--- src/rtl/keypad_scan_pkg.sv ---
// Shared types and constants for the 4x4 keypad scanner.
package keypad_pkg;

  typedef enum logic [1:0] {
    SCAN     = 2'd0,
    DEBOUNCE = 2'd1,
    PRESSED  = 2'd2,
    RELEASE  = 2'd3
  } state_e;

  localparam int unsigned KEY_W               = 4;
  localparam int unsigned VAL_W               = 16;
  localparam int unsigned REPEAT_DELAY_TICKS  = 512;
  localparam int unsigned REPEAT_PERIOD_TICKS = 128;
  localparam int unsigned REP_CNT_W           = 10;

  // Active-low one-hot column drive for a column index.
  function automatic logic [3:0] col_drive(input logic [1:0] idx);
    return ~(4'b0001 << idx);
  endfunction

endpackage

--- src/rtl/keypad_scan_if.sv ---
// Keypad scanner signal bundle: control in, keypad matrix, key/entry outputs.
interface keypad_scan_if;
  import keypad_pkg::*;

  logic             en;
  logic             clear;
  logic [3:0]       row;
  logic [3:0]       col;
  logic             key_valid;
  logic [KEY_W-1:0] key_code;
  logic [VAL_W-1:0] val;

  modport master (output en, clear, row, input col, key_valid, key_code, val);
  modport slave  (input en, clear, row, output col, key_valid, key_code, val);
endinterface

--- src/rtl/keypad_scan_tick_gen.sv ---
// Scan prescaler: one-clock tick every TICK_DIV clocks, restartable.
module keypad_tick_gen #(
  parameter int unsigned TICK_DIV = 10
) (
  input  logic clk,
  input  logic rst_n,
  input  logic restart,
  output logic tick_c
);

  localparam int unsigned CNT_W = (TICK_DIV > 2) ? $clog2(TICK_DIV) : 1;

  logic [CNT_W-1:0] cnt;
  logic             at_end;

  assign at_end = (cnt == CNT_W'(TICK_DIV - 1));
  assign tick_c = at_end && !restart;

  always_ff @(posedge clk or negedge rst_n) begin
    if (!rst_n)                 cnt <= '0;
    else if (restart || at_end) cnt <= '0;
    else                        cnt <= cnt + CNT_W'(1);
  end

endmodule

--- src/rtl/keypad_scan.sv ---
// 4x4 active-low keypad scanner with debounce and hex entry shift register.
// Optional auto-repeat while a key is held: define KEYPAD_REPEAT_EN.
module keypad_scan
  import keypad_pkg::*;
#(
  parameter int unsigned SYS_CLK_FREQ   = 100000000,
  parameter int unsigned SCAN_RATE_HZ   = 1000,
  parameter int unsigned DEBOUNCE_SCANS = 4
) (
  input  logic          clk,
  input  logic          rst_n,
  keypad_scan_if.slave  bus
);

  localparam int unsigned TICK_RAW = SYS_CLK_FREQ / SCAN_RATE_HZ;
  localparam int unsigned TICK_DIV = (TICK_RAW < 2) ? 2 : TICK_RAW;
  localparam int unsigned DB_W     = 4;

  logic             tick;
  logic [3:0]       row_s1, rs;
  logic             single;
  logic [1:0]       r_smp;

  state_e           state, state_n;
  logic [1:0]       c_idx, c_n, r_idx, r_n;
  logic [DB_W-1:0]  cnt, cnt_n;
  logic [3:0]       col_q, col_n;
  logic             kv_q, kv_n;
  logic [KEY_W-1:0] code_q, code_n;
  logic [VAL_W-1:0] val_q, val_n;
`ifdef KEYPAD_REPEAT_EN
  logic [REP_CNT_W-1:0] rep_cnt, rep_n;
`endif

  keypad_tick_gen #(.TICK_DIV(TICK_DIV)) u_tick (
    .clk     (clk),
    .rst_n   (rst_n),
    .restart (!bus.en),
    .tick_c  (tick)
  );

  // Two-flop synchroniser for the asynchronous row inputs.
  always_ff @(posedge clk or negedge rst_n) begin
    if (!rst_n) begin
      row_s1 <= 4'hF;
      rs     <= 4'hF;
    end else begin
      row_s1 <= bus.row;
      rs     <= row_s1;
    end
  end

  // Exactly one row low is a key; none or several (ghosting) is no key.
  always_comb begin
    single = 1'b1;
    r_smp  = 2'd0;
    case (rs)
      4'b1110: r_smp = 2'd0;
      4'b1101: r_smp = 2'd1;
      4'b1011: r_smp = 2'd2;
      4'b0111: r_smp = 2'd3;
      default: single = 1'b0;
    endcase
  end

  always_ff @(posedge clk or negedge rst_n) begin
    if (!rst_n) begin
      state   <= SCAN;
      c_idx   <= '0;
      r_idx   <= '0;
      cnt     <= '0;
      col_q   <= 4'hF;
      kv_q    <= 1'b0;
      code_q  <= '0;
      val_q   <= '0;
`ifdef KEYPAD_REPEAT_EN
      rep_cnt <= '0;
`endif
    end else begin
      state   <= state_n;
      c_idx   <= c_n;
      r_idx   <= r_n;
      cnt     <= cnt_n;
      col_q   <= col_n;
      kv_q    <= kv_n;
      code_q  <= code_n;
      val_q   <= val_n;
`ifdef KEYPAD_REPEAT_EN
      rep_cnt <= rep_n;
`endif
    end
  end

  always_comb begin
    state_n = state;
    c_n     = c_idx;
    r_n     = r_idx;
    cnt_n   = cnt;
    kv_n    = 1'b0;
    code_n  = code_q;
    val_n   = val_q;
`ifdef KEYPAD_REPEAT_EN
    rep_n   = rep_cnt;
`endif

    case (state)
      SCAN: begin
        if (tick) begin
          if (single) begin
            r_n     = r_smp;
            cnt_n   = DB_W'(1);
            state_n = (DEBOUNCE_SCANS <= 1) ? PRESSED : DEBOUNCE;
          end else begin
            c_n = c_idx + 2'd1;
          end
        end
      end
      DEBOUNCE: begin
        if (tick) begin
          if (single && (r_smp == r_idx)) begin
            cnt_n = cnt + DB_W'(1);
            if (cnt_n >= DB_W'(DEBOUNCE_SCANS)) state_n = PRESSED;
          end else begin
            state_n = SCAN;
            c_n     = c_idx + 2'd1;
            cnt_n   = '0;
          end
        end
      end
      PRESSED: begin
        state_n = RELEASE;
        cnt_n   = '0;
        val_n   = {val_q[VAL_W-KEY_W-1:0], code_q};
      end
      RELEASE: begin
        if (tick) begin
          if (rs[r_idx]) begin
            cnt_n = cnt + DB_W'(1);
`ifdef KEYPAD_REPEAT_EN
            rep_n = '0;
`endif
            if (cnt_n >= DB_W'(DEBOUNCE_SCANS)) begin
              state_n = SCAN;
              c_n     = c_idx + 2'd1;
              cnt_n   = '0;
            end
          end else begin
            cnt_n = '0;
`ifdef KEYPAD_REPEAT_EN
            // Rewind by one period after each emission so repeats follow the period.
            if (rep_cnt == REP_CNT_W'(REPEAT_DELAY_TICKS - 1)) begin
              state_n = PRESSED;
              rep_n   = REP_CNT_W'(REPEAT_DELAY_TICKS - REPEAT_PERIOD_TICKS);
            end else begin
              rep_n = rep_cnt + REP_CNT_W'(1);
            end
`endif
          end
        end
      end
      default: state_n = SCAN;
    endcase

    // Key pulse and code are registered on entry to PRESSED; val shifts on exit.
    if (state_n == PRESSED) begin
      kv_n   = 1'b1;
      code_n = KEY_W'({r_n, c_n});
    end

    if (!bus.en) begin
      state_n = SCAN;
      c_n     = '0;
      cnt_n   = '0;
      kv_n    = 1'b0;
      code_n  = code_q;
      val_n   = val_q;
`ifdef KEYPAD_REPEAT_EN
      rep_n   = '0;
`endif
    end

    if (bus.clear) val_n = '0;

    col_n = bus.en ? col_drive(c_n) : 4'hF;
  end

  assign bus.col       = col_q;
  assign bus.key_valid = kv_q;
  assign bus.key_code  = code_q;
  assign bus.val       = val_q;

endmodule
--- src/flat_wrapper.sv ---
// flat-port wrapper written by rule: the top's interface ports become plain ports
module keypad_scan_flat import keypad_pkg::*;
#(
  parameter int unsigned SYS_CLK_FREQ   = 100000000,
  parameter int unsigned SCAN_RATE_HZ   = 1000,
  parameter int unsigned DEBOUNCE_SCANS = 4
)
  (clk, rst_n, bus_en, bus_clear, bus_row, bus_col, bus_key_valid, bus_key_code, bus_val);
  keypad_scan_if bus_i ();
  input  logic clk;
  input  logic rst_n;
  input wire logic [$bits(bus_i.en)-1:0] bus_en;
  input wire logic [$bits(bus_i.clear)-1:0] bus_clear;
  input wire logic [$bits(bus_i.row)-1:0] bus_row;
  output wire logic [$bits(bus_i.col)-1:0] bus_col;
  output wire logic [$bits(bus_i.key_valid)-1:0] bus_key_valid;
  output wire logic [$bits(bus_i.key_code)-1:0] bus_key_code;
  output wire logic [$bits(bus_i.val)-1:0] bus_val;
  assign bus_i.en = bus_en;
  assign bus_i.clear = bus_clear;
  assign bus_i.row = bus_row;
  assign bus_col = bus_i.col;
  assign bus_key_valid = bus_i.key_valid;
  assign bus_key_code = bus_i.key_code;
  assign bus_val = bus_i.val;
  keypad_scan #(.SYS_CLK_FREQ(SYS_CLK_FREQ), .SCAN_RATE_HZ(SCAN_RATE_HZ), .DEBOUNCE_SCANS(DEBOUNCE_SCANS)) u_core (.clk(clk), .rst_n(rst_n), .bus(bus_i));
endmodule
--- config.mk ---
export PLATFORM = sky130hd
export DESIGN_NAME = keypad_scan_flat
export DESIGN_NICKNAME = d
export VERILOG_FILES = /design/src/rtl/keypad_scan_pkg.sv /design/src/rtl/keypad_scan_if.sv /design/src/rtl/keypad_scan_tick_gen.sv /design/src/rtl/keypad_scan.sv /design/src/flat_wrapper.sv
export SDC_FILE = /design/constraint.sdc
export NUM_CORES = 1
export LEC_CHECK = 0
export ABC_AREA = 1
export BUFFER_PORTS_ARGS = -buffer_cell sky130_fd_sc_hd__buf_4
export CAP_MARGIN = 20
export CORE_MARGIN = 2
export CORE_UTILIZATION = 50
export CTS_CLUSTER_SIZE = 8
export DETAILED_ROUTE_END_ITERATION = 10
export PLACE_DENSITY_LB_ADDON = 0.3
export SLEW_MARGIN = 20
export SYNTH_ARGS = -nofsm -noshare
export SYNTH_HDL_FRONTEND = slang
export SYNTH_SLANG_ARGS = --single-unit
--- constraint.sdc ---
create_clock -name clk -period 1.9 [get_ports clk]
set_input_delay 0.38 -clock clk [delete_from_list [all_inputs] [get_ports clk]]
set_output_delay 0.38 -clock clk [all_outputs]
set_load 0.03 [all_outputs]
---- After elaboration in Yosys (flattened, before gate mapping) ----
Cells that the tools add are included.
storage, ports and cells
  bits in registers ....................... 60
  input bits .............................. 8
  output and inout port bits .............. 25
operators by class
  add/sub/neg operators ................... 3
  $lt $le $gt $ge ......................... 2
  equality and inequality tests ........... 14
  shift operators ......................... 1
  mux-type cells .......................... 42
  bitwise operators ....................... 1
  reductions and logical operators ........ 11
operators with widths
  cell                                                                          count
  16-bit two-way mux                                                            3
  2-bit two-way mux                                                             20
  4-bit two-way mux                                                             9
  17-bit by 1-bit adder with 17-bit output, second input constant               1
  17-bit equality test, second input constant                                   1
  17-bit two-way mux                                                            1
  4-bit one-hot mux with 4 select lines                                         1
  4-bit equality test, second input constant                                    3
  3-bit by 2-bit inequality test with 1-bit output, second input constant       4
  2-bit one-hot mux with 3 select lines                                         2
  2-bit one-hot mux with 4 select lines                                         1
  2-bit equality test, second input constant                                    3
  4-bit by 1-bit adder with 4-bit output, second input constant                 1
  4-bit by 3-bit equality test with 1-bit output, second input constant         1
  4-bit by 3-bit >= comparator with 1-bit output, second input constant         1
  1-bit two-way mux                                                             4
  4-bit NOT                                                                     1
  2-bit AND reduction                                                           2
  4-bit AND reduction                                                           1
  2-bit nonzero test                                                            2
  4-bit OR reduction                                                            1
  1-bit by 2-bit << shifter with 4-bit output, first input constant             1
  2-bit by 3-bit less-than comparator with 1-bit output, second input constant  1
  2-bit by 1-bit adder with 2-bit output, second input constant                 1
  7 further kinds                                                               8

---- Logic depth before layout (Yosys ltp) ----
  word-level depth ........................ 11
  mapped depth ............................ 14

---- Modules after synthesis ----
From an unflattened synthesis, not the netlist that was laid out.
second synthesis, totals
  cells, all modules ...................... 371
  area, all modules ....................... 3,020.4 sq um
by module, submodules not included
  module           times used  cells an instance  area an instance (sq um)
  keypad_scan      1           243                2,047.0
  keypad_tick_gen  1           128                973.4

---- Worst setup path after synthesis ----
No wires, ideal clock.
  path type ............................... register to register
  start point ............................. reg u_core.u_tick.cnt[0]
  end point ............................... reg u_core.code_q[1] (netlist: u_core.bus.key_code[1])
  library setup time ...................... 117 ps
  data arrival time ....................... 1,530 ps
  slack ................................... 253 ps
  cell stages (with the launch flop) ...... 13
  path buffers ............................ 0
  path through ............................ dfrtp_1 ha_1 nand2_2 nor2_4 nand3_2 nor2_4 nand2_2 nor2_2 nand3_1 nand3_2 nand4_2 nand2_1 nand2_1
on the way
  longest elaborated chain between the ends .. 6
  elaborated cells on any way between the ends .. 12
  classes of those cells .................. eq/ne (2); mux (8); reduce/logical (2)
RTL lines
  element                                RTL line                                                    text
  from (decl)                            keypad_scan_tick_gen.sv:13                                  logic [CNT_W-1:0] cnt;
  from (signal assigned)                 keypad_scan_tick_gen.sv:22                                  else cnt <= cnt + CNT_W'(1);
  17-bit equality test (*)               keypad_scan_tick_gen.sv:16                                  assign at_end = (cnt == CNT_W'(TICK_DIV - 1));
  1-bit logical AND (*)                  keypad_scan_tick_gen.sv:17                                  assign tick_c = at_end && !restart;
  2-bit two-way mux (on tied branches)   keypad_scan.sv:136, keypad_scan.sv:108, keypad_scan.sv:119
  2-bit one-hot mux with 4 select lines  keypad_scan.sv:106                                          case (state)
  2-bit equality test                    keypad_scan.sv:165                                          if (state_n == PRESSED) begin
  2-bit AND reduction (no line)          n/a
  to (signal assigned)                   keypad_scan.sv:86                                           code_q <= code_n;
  to (decl)                              keypad_scan.sv:29                                           logic [KEY_W-1:0] code_q, code_n;
Mark *: on every way between the ends. The rest lies on a longest branch, timed or not.
A chain may end at the register's enable or synchronous reset.

---- Worst setup path after layout ----
  start point ............................. reg u_core.u_tick.cnt[0]
  end point ............................... reg u_core.col_q[1] (netlist: u_core.bus.col[1])
on the way
  longest elaborated chain between the ends .. 8
  elaborated cells on any way between the ends .. 10
  classes of those cells .................. eq/ne (1); shift (1); mux (6); bitwise (1); reduce/logical (1)
RTL lines
  element                                          RTL line                                                    text
  17-bit equality test (*)                         keypad_scan_tick_gen.sv:16
  1-bit logical AND (*)                            keypad_scan_tick_gen.sv:17
  2-bit two-way mux (on tied branches)             keypad_scan.sv:136, keypad_scan.sv:108, keypad_scan.sv:119
  2-bit one-hot mux with 3 select lines (*)        keypad_scan.sv:106
  2-bit two-way mux (*)                            keypad_scan.sv:170                                          if (!bus.en) begin
  1-bit by 2-bit << shifter with 4-bit output (*)  keypad_scan_pkg.sv:19                                       return ~(4'b0001 << idx);
  4-bit NOT (*)                                    keypad_scan_pkg.sv:19
  4-bit two-way mux (*)                            keypad_scan.sv:184                                          col_n = bus.en ? col_drive(c_n) : 4'hF;
  named net u_core.col_n[1]                        keypad_scan.sv:27                                           logic [3:0] col_q, col_n;
  to (signal assigned)                             keypad_scan.sv:84                                           col_q <= col_n;
  to (decl)                                        keypad_scan.sv:27
The timed path passes the listed nets; every way through them passes the cells marked *.

==> results.txt <==
outcome: finished clean
Setup CP Type: flip-flop to flip-flop
total power: 2.653 mW
M1 wire length: 2651 um
post-DP HPWL: 4305 um
GRT Overall Usage: 20.77%
syn_nets: 370
antenna violations before repair: 0
number of synthesized flops with an enable pin: 0
DIE AREA: 6618 um2
clk buf depth: 2
worst hold slack: 0.08022 ns
Routed WL per cell: 12.62 um
antenna diode count: 0
# rows: 28
Clock Latency Late Sink: 0.35 ns
final setup TNS: 0 ns
clock-pin slew on the worst setup and hold paths: 0.07 ns
maxcap violations: 0
fin. max-slew vios: 0
Boundary Pins: 33
area grow syn2layout: 23.84%
clock sinks: 60
Final Hold Vio Count: 0
Net Sw Power: 585.8 uW
Initial Util: 51.13%
Post-Synthesis Cells: 360
critical path data required time: 2.16 ns
CTS tree: done
DR vias/cell: 5.120
WL final: 6185 um
pwr dens: 716.2 nW/um2
sequential element share of the synthesized area: 50.69%
I/O Buffers: 32
CP endpoint kind: flip-flop
met3 wire length: 363 um
final net count: 420
Synth Flop Type: dfrtp_1
fillcell total: 505
Syn Area/Cell: 8.310 um2
Sw Ratio: 22.08%
worst hold path class: input port to asynchronous set/reset pin
Clk Tree Root Cell: clkbuf_8
Pre-Repair DR Iteration Count: 4
CP Max Fanout: 5
Tcrit/Tclk final: 99.62%
post-layout util: 63.32%
Pleak: 1.791 nW
async set-reset flop share out of synthesis: 100.0%
Post-Layout Cell Count: 490
share of cells above drive strength 1: 30.84%
cell area after placement: 3357 um2
die height: 81.35 um
via count: 2,509
Remaining DRCs: 0
global-route wire length before repair: 10,410 um
placed cells: 469
Gate power share: 4.6%
max layer used: met4
vias in the first global route: 2,402
hold buffers post-CTS: 0
Max VDD drop: 635.3 uV
WL met2: 3015 um
Data arrival, critical path: 2.16 ns
minimum clock period after layout: 1.893 ns
fmax: 0.5283 GHz
Synth warnings: 0
clock network fraction of design power: 45.9%
final setup fails: 0
Slew HR: 51.97%
largest net degree at the start of global routing: 61
final worst slack: 0.007163 ns
CORE AREA: 5851 um2
pre-CTS WS: 0.06494 ns
Flop pwr share: 49.5%
H-Tree Depth: 3
CTS buffer count: 9
post-synthesis cell type count: 33
Synth Cell Area: 2992 um2
clock skew: 0.01163 ns
worst slew pin tran: 0.7205 ns
Die Wd: 81.35 um
GRT overflow: 0
Placer Congestion: 0.9537
Worst R2R Path Depth: 12
RSZ-0062 raised after global routing: true
register bit count reported by yosys: 60
Final ANT Viol Nets: 0
Pint: 2.068 mW
CP Launch Type: flip-flop
final instance area: 3705 um2
Iter 0 DRT Violations: 162
-- layer usage --
metal | vias up | global-route usage (%)
met5 | - | 0
met4 | 0 | 10.00
met3 | 17 | 7.111
met2 | 63 | 32.30
met1 | 1170 | 25.84
li1 | 1259 | -
-- worst max-delay path, cell delays in order, from the launching register on --
cell and delay [ns]:
dfrtp_1 0.37, ha_2 0.19, nand2_2 0.08, nor2_4 0.12
nand3_2 0.11, nor2_4 0.19, nand2_4 0.08, nor2_4 0.11
nand3_2 0.08, nand3_2 0.12, nand3_2 0.11, nor2_2 0.14
nand3_1 0.10
-- state kept, by name, indices dropped and copies added, names as in the netlist --
register,count
u_core.bus.val,16
u_core.r_idx,2
u_core.bus.key_valid,1
u_core.u_tick.cnt,17
u_core.state,2
u_core.row_s1,4
u_core.bus.col,4
u_core.bus.key_code,4
u_core.cnt,4
u_core.rs,4
u_core.c_idx,2
-- layout by cell type, fill, tap and decap left out, types with 4 or more instances in the layout --
master,n
a21oi_1,9
buf_4,44
clkbuf_8,9
clkinv_2,4
dfrtp_1,48
dfstp_2,12
inv_1,52
inv_2,8
nand2_1,68
nand2_2,13
nand3_1,31
nand3_2,10
nand4_1,7
nor2_1,30
nor2_2,8
nor2_4,6
o21ai_0,19
o22ai_1,8
-- Yosys cell counts (all sizes together) (2+ instances only) --
| master | number | area, um2 |
|---|---|---|
| clkbuf | 3 | 11.26 |
| inv | 60 | 225.2 |
| nor3 | 4 | 42.54 |
| a211oi | 2 | 15.01 |
| buf | 2 | 10.01 |
| ha | 2 | 25.02 |
| a21oi | 10 | 50.05 |
| nand3 | 41 | 220.2 |
| dfstp | 12 | 315.3 |
| nor2 | 45 | 225.2 |
| o21ai | 23 | 126.4 |
| nand4 | 9 | 68.81 |
| o22ai | 8 | 50.05 |
| dfrtp | 48 | 1201 |
| a31oi | 2 | 12.51 |
| nand2 | 82 | 332.8 |
-- repair_timing --
action | in CTS | in global routing
setup endpoints to repair | 0 | 16
buffers inserted | 0 | 5
resized for setup | 0 | 28
-- power groups by stage --
stage | sequential [mW] | clock [mW] | combinational [mW]
2_1_floorplan | 1.34 | 0 | 0.0593
3_3_place_gp | 1.33 | 0 | 0.117
3_5_place_dp | 1.34 | 0 | 0.119
4_1_cts | 1.31 | 1.25 | 0.119
5_1_grt | 1.32 | 1.30 | 0.142
6_report | 1.31 | 1.22 | 0.122
-- cell families (layout without fill, tap and decap cells) --
| kind of cell | count (synthesis) | count (layout) | share of synthesized area, % |
|---|---|---|---|
| compound gates | 47 | 47 | 9.034 |
| mux | 1 | 1 | 0.3764 |
| buf+inv | 66 | 121 | 8.365 |
| fa+ha+maj | 2 | 2 | 0.8363 |
| flops | 60 | 60 | 50.69 |
| simple gates | 183 | 183 | 30.41 |
| xor+xnor | 1 | 1 | 0.2928 |
-- area by class of cell --
cell class                      instances  area (um2)  area share, %
Tap cell                               75       93.84          2.533
Clock inverter                          6       80.08          2.161
Multi-Input combinational cell        234        1328          35.83
Sequential cell                        60        1516          40.93
Clock buffer                           10       127.6          3.445
Timing Repair Buffer                   44       330.3          8.916
Inverter                               61       229.0          6.180
-- worst paths after layout --
kind                                                startpoint                        endpoint  slack [ns]
worst max-delay path            u_core.u_tick.cnt[0]$_DFF_PN0_     u_core.bus.col[1]$_DFF_PN1_       0.007
worst max register to register  u_core.u_tick.cnt[0]$_DFF_PN0_     u_core.bus.col[1]$_DFF_PN1_       0.007
max in group asynchronous                                rst_n  u_core.u_tick.cnt[1]$_DFF_PN0_        1.34
min in group clk                                    bus_row[1]      u_core.row_s1[1]$_DFF_PN1_        0.14
worst min register to register      u_core.row_s1[2]$_DFF_PN1_          u_core.rs[2]$_DFF_PN1_        0.36
worst min-delay path                                     rst_n  u_core.bus.val[13]$_DFFE_PN0P_        0.08
No activity file was read; power rests on OpenSTA's default activity.
